$ cat config.mk
export PLATFORM = sky130hd
export DESIGN_NAME = serial_subtractor
export DESIGN_NICKNAME = d
export VERILOG_FILES = /design/src/rtl/serial_subtractor.sv
export SDC_FILE = /design/constraint.sdc
export NUM_CORES = 1
export LEC_CHECK = 0
export ABC_AREA = 1
export BUFFER_PORTS_ARGS = -buffer_cell sky130_fd_sc_hd__buf_2
export CAP_MARGIN = 10
export CORE_MARGIN = 5
export CORE_UTILIZATION = 31
export DETAILED_ROUTE_END_ITERATION = 10
export PLACE_DENSITY_LB_ADDON = 0.1
export SLEW_MARGIN = 25
export SYNTH_ARGS = -nofsm -noshare
export SYNTH_HDL_FRONTEND = slang
export SYNTH_SLANG_ARGS = --single-unit
$ cat constraint.sdc
create_clock -name clk -period 1.8 [get_ports clk]
set_input_delay 0.27 -clock clk [delete_from_list [all_inputs] [get_ports clk]]
set_output_delay 0.27 -clock clk [all_outputs]
set_load 0.03 [all_outputs]
$ cat src/rtl/serial_subtractor.sv
`default_nettype none
// ============================================================================
// Module   : serial_subtractor
// Brief    : Bit-serial a - b - bin, LSB first, one full-subtractor cell per cycle.
//            Optional macro SERIAL_SUB_SATURATE_EN floors a borrowing result to zero.
// Revision : 1.0 - initial release
// ============================================================================
module serial_subtractor #(
    parameter int WIDTH = 8
) (
    input  logic             clk,
    input  logic             rst,
    input  logic             start,
    input  logic [WIDTH-1:0] a,
    input  logic [WIDTH-1:0] b,
    input  logic             bin,
    output logic             busy,
    output logic             done,
    output logic [WIDTH-1:0] difference,
    output logic             borrow_out
);

    localparam int c_cnt_w = (WIDTH > 1) ? $clog2(WIDTH) : 1;
    localparam logic [c_cnt_w-1:0] c_last_cnt = c_cnt_w'(WIDTH - 1);

    typedef enum logic [1:0] {
        S_IDLE  = 2'd0,
        S_SHIFT = 2'd1,
        S_DONE  = 2'd2
    } state_t;

    state_t             state_q, state_d;
    logic [WIDTH-1:0]   a_sr_q, a_sr_d;
    logic [WIDTH-1:0]   b_sr_q, b_sr_d;
    logic [WIDTH-1:0]   res_sr_q, res_sr_d;
    logic [WIDTH-1:0]   diff_q, diff_d;
    logic [c_cnt_w-1:0] count_q, count_d;
    logic               borrow_q, borrow_d;
    logic               bout_q, bout_d;
    logic               busy_q, busy_d;
    logic               done_q, done_d;

    logic               w_diff_bit;
    logic               w_borrow_nxt;
    logic [WIDTH-1:0]   w_res_nxt;

    assign w_diff_bit   = a_sr_q[0] ^ b_sr_q[0] ^ borrow_q;
    assign w_borrow_nxt = (~a_sr_q[0] & b_sr_q[0]) | (~(a_sr_q[0] ^ b_sr_q[0]) & borrow_q);
    assign w_res_nxt    = {w_diff_bit, res_sr_q[WIDTH-1:1]};

    always_comb begin
        state_d  = state_q;
        a_sr_d   = a_sr_q;
        b_sr_d   = b_sr_q;
        res_sr_d = res_sr_q;
        diff_d   = diff_q;
        count_d  = count_q;
        borrow_d = borrow_q;
        bout_d   = bout_q;
        busy_d   = 1'b0;
        done_d   = 1'b0;

        case (state_q)
            S_IDLE: begin
                if (start) begin
                    a_sr_d   = a;
                    b_sr_d   = b;
                    borrow_d = bin;
                    res_sr_d = '0;
                    count_d  = '0;
                    busy_d   = 1'b1;
                    state_d  = S_SHIFT;
                end
            end
            S_SHIFT: begin
                a_sr_d   = a_sr_q >> 1;
                b_sr_d   = b_sr_q >> 1;
                res_sr_d = w_res_nxt;
                borrow_d = w_borrow_nxt;
                count_d  = count_q + c_cnt_w'(1);
                if (count_q == c_last_cnt) begin
                    // Last bit: publish result in the same edge the done pulse rises.
`ifdef SERIAL_SUB_SATURATE_EN
                    diff_d = w_borrow_nxt ? '0 : w_res_nxt;
`else
                    diff_d = w_res_nxt;
`endif
                    bout_d  = w_borrow_nxt;
                    done_d  = 1'b1;
                    state_d = S_DONE;
                end else begin
                    busy_d = 1'b1;
                end
            end
            S_DONE: begin
                state_d = S_IDLE;
            end
            default: begin
                state_d = S_IDLE;
            end
        endcase
    end

    always_ff @(posedge clk) begin
        if (rst) begin
            state_q  <= S_IDLE;
            a_sr_q   <= '0;
            b_sr_q   <= '0;
            res_sr_q <= '0;
            diff_q   <= '0;
            count_q  <= '0;
            borrow_q <= 1'b0;
            bout_q   <= 1'b0;
            busy_q   <= 1'b0;
            done_q   <= 1'b0;
        end else begin
            state_q  <= state_d;
            a_sr_q   <= a_sr_d;
            b_sr_q   <= b_sr_d;
            res_sr_q <= res_sr_d;
            diff_q   <= diff_d;
            count_q  <= count_d;
            borrow_q <= borrow_d;
            bout_q   <= bout_d;
            busy_q   <= busy_d;
            done_q   <= done_d;
        end
    end

    assign busy       = busy_q;
    assign done       = done_q;
    assign difference = diff_q;
    assign borrow_out = bout_q;

endmodule
`default_nettype wire
==> implementation parameters <==
Parameter                              Value

Routing
  Via count ... ~1400
  Post-route DRC ... 0
  Overall routed net length ... ~3800 um
  Number of iterations in the first detailed-routing pass ... 4
  Mean number of vias per cell ... approximately 4.3
  Antenna violation net count after detailed routing ... 0
  Per-cell routed wire length ... roughly 12 um
  Number of design-rule violations left by the first detailed-router iteration ... 32

Yosys
  Seq cells post-synth ... 40
  Cell type with the highest aggregate area in the netlist ... sky130_fd_sc_hd__dfxtp_1
  Fraction of the yosys area taken by sequential cells ... between 40% and 50%
  Top area cells in the synthesized netlist ... sky130_fd_sc_hd__dfxtp_1, sky130_fd_sc_hd__nand2_1, sky130_fd_sc_hd__nand3_1
  Mean instance size in the synthesized netlist ... between 7 and 8 um^2
  Most used flip-flop cell after synthesis ... sky130_fd_sc_hd__dfxtp_1
  Net count after synthesis ... 249
  Number of different library cells in the post-synthesis netlist ... 23
  Share of the synthesized area in the top cell type ... a little under half
  Most frequently used cell type in the post-synthesis netlist ... sky130_fd_sc_hd__nand2_1
  Ranking of synthesized cells by instance count ... sky130_fd_sc_hd__nand2_1, sky130_fd_sc_hd__dfxtp_1, sky130_fd_sc_hd__nor2_1, sky130_fd_sc_hd__nand3_1, sky130_fd_sc_hd__inv_1
  Instance count of the mapped netlist ... about 230
  Fraction of registers with async set/reset ... 0%
  Syn. warnings ... 0
  Count of flip-flops with a built-in enable after synthesis ... 0
  Mapped cell area ... ~1700 um^2

Timing
  Final setup violating endpoints ... 0
  Slew margin rel. ... between 70% and 80%
  Minimum clock period after layout ... approximately 1.3 ns
  Tightest Pin Transition ... ~0.4 ns
  Max Clk Rate ... about 760 MHz
  Ratio of final minimum period to clock period ... 73.2%
  Final sum of negative setup slack ... 0 ns
  Setup repair after global routing missed its margin ... false
  Worst Skew ... 0.00254 ns
  Number of pins with negative max-slew slack in the final report ... 0
  Tightest hold margin ... just over 0.2 ns
  Final Hold Vio Count ... 0

Placement
  Number of instances in the placed design ... 322
  RePlAce Congestion ... around 0.73
  Count of input and output buffers ... 30
  Estimated wirelength of the detail-placed design ... roughly 2600 um

Clock tree
  Max clock buf depth ... 2
  Sinks on Clock Net ... 40
  Number of levels in the clock H-tree ... 2
  Clock-pin transition on the worst setup and hold timing paths ... ~0.080 ns
  Clock root buffer ... sky130_fd_sc_hd__clkbuf_8
  Num CTS Buffers ... 5
  Cts-stage hold buffer count ... 0
  TritonCTS clock tree ... done
  Clk_lat worst skew ... 0.29 ns
  Resized Gates After CTS ... 0
  Setup fix buffers added after clock tree synthesis ... 0

Floorplan
  Die X-Extent ... about 84 um
  Number of standard-cell rows in the floorplan ... 27
  Initial core utilization ... between 30% and 40%
  Ports ... 31
  Die area ... 7080 um^2
  Area of the core ... ~5400 um^2
  Height of the die ... 84.2 um

Power and ir drop
  Peak supply drop ... roughly 0.34 mV
  Power density over cell area ... 930 nW/um^2
  Cell leakage power ... 0.930 nW

Critical path
  Crit path capture type ... flop
  Ordered cell list for the critical path ... o21ai_4, buf_12, nand2_1, nand3_1, nor2_1
  Slowest-stage cell, CP ... sky130_fd_sc_hd__dfxtp_1
  Peak fanout along the critical path ... 14
  Data arrival time of the critical path ... approximately 1.5 ns
  Required time of the critical path ... 1.99 ns
  Gate family responsible for the most delay along the worst path ... flip-flops
  Combined buffer and inverter count along the critical path ... 1
  Slowest stage delay, CP ... about 0.43 ns
  CP startpoint kind ... flop
  Classification of the worst setup path ... flop to flop

Worst hold path
  Worst hold-check path type ... input pin to flop

Global route
  Initial antenna violation count ... 0
  Tot GR Track Use ... between 10% and 20%
  Vias in the first global route ... 1465
  Congestion Overflow GR ... 0
  Global-route wire length before repair ... approximately 6700 um
  Maximum number of pins on one net before global-route repair ... 34

Cells and area
  Area growth from synthesis to layout ... 18.9%
  Layout Nets ... 280
  Layout cell share with drive strength beyond 1 ... between 20% and 30%
  Post-route non-filler standard cell count ... between 300 and 400
  Antenna diodes ... 0

Job
  Total of max-cap violations ... 0

Outcome
  Outcome ... completed
[worst paths after layout]
check             cells after the start                endpoint                     from  slack (ns)
setup / recovery                      5  b_sr_q[1]$_SDFFE_PP0P_  state_q[0]$_SDFFE_PP0P_        0.48
hold / removal                        3  a_sr_q[3]$_SDFFE_PP0P_                     a[3]        0.20
setup reg to reg                      5  b_sr_q[1]$_SDFFE_PP0P_  state_q[0]$_SDFFE_PP0P_        0.48
hold reg to reg                       2  a_sr_q[7]$_SDFFE_PP0P_   a_sr_q[7]$_SDFFE_PP0P_        0.47
[where the power goes]
part	switching (mW)	internal, mW
Clock	0.318	0.412
Sequential	0.0202	0.925
Combinational	0.126	0.0838
Total	0.464	1.42
[final cells by class]
| cell class | count | area, um^2 |
|---|---|---|
| Clock inverter | 2 | 35.0 |
| Tap cell | 72 | 90.1 |
| Timing Repair Buffer | 34 | 205 |
| Clock buffer | 6 | 72.6 |
| Inverter | 24 | 90.1 |
| Sequential cell | 40 | 801 |
| Multi-Input combinational cell | 152 | 733 |
| Fill cell | 612 | 3410 |
[routing by layer]
layer / vias to the layer above / share of wire, % / routed length (um) / track usage (%)
met5: - / 0 / 0 / 0
met1: 617 / 50 / 1900 / 14.2
met4: 0 / 1.6 / 62 / 3.95
met2: 23 / 43 / 1650 / 19.0
li1: 775 / - / - / -
met3: 7 / 5.3 / 204 / 4.12
[through the flow]
step                utilization (%)  setup slack (ns)  total power, mW  instance area (um^2)
global route                   37.3             0.341             1.99                  2030
detailed placement             35.3             0.483             1.18                  1920
finish                         37.3             0.482             1.88                  2030
floorplan                         -             0.650             1.12                  1710
global placement               35.3             0.469             1.18                  1920
CTS                            37.3             0.466             1.91                  2030
[placed cells by master (no fill, tap or decap), drive strengths merged, types with 2 or more instances in the layout]
| cell type | Yosys | final |
|---|---|---|
| nand2 | 69 | 69 |
| a211oi | 2 | 2 |
| dfxtp | 40 | 40 |
| a21oi | 12 | 12 |
| o21ai | 8 | 8 |
| nand3 | 22 | 22 |
| nor3 | 11 | 11 |
| buf | 9 | 34 |
| clkbuf | 1 | 6 |
| ha | 2 | 2 |
| inv | 24 | 24 |
| nor2 | 25 | 25 |
[state kept, by name (all words and copies together) (netlist names)]
| name | flops |
|---|---|
| done | 1 |
| b_sr_q | 8 |
| a_sr_q | 8 |
| state_q | 2 |
| count_q | 3 |
| res_sr_q | 7 |
| borrow_q | 1 |
| borrow_out | 1 |
| difference | 8 |
| busy | 1 |
[cells by family (layout without fill, tap and decap cells)]
kind of cell / count (synthesis) / after routing / share of synthesized area (%)
simple gates: 127 / 127 / 32.3
buf+inv: 34 / 66 / 10.1
compound gates: 22 / 22 / 8.07
fa+ha+maj: 3 / 3 / 2.64
flops: 40 / 40 / 47.0
[tightest hold or removal path, stage by stage]
cell and delay, ns:
sky130_fd_sc_hd__buf_2 0.07, sky130_fd_sc_hd__nor3_1 0.04, sky130_fd_sc_hd__nor2_1 0.08
Power figures use the tool's default switching activity.
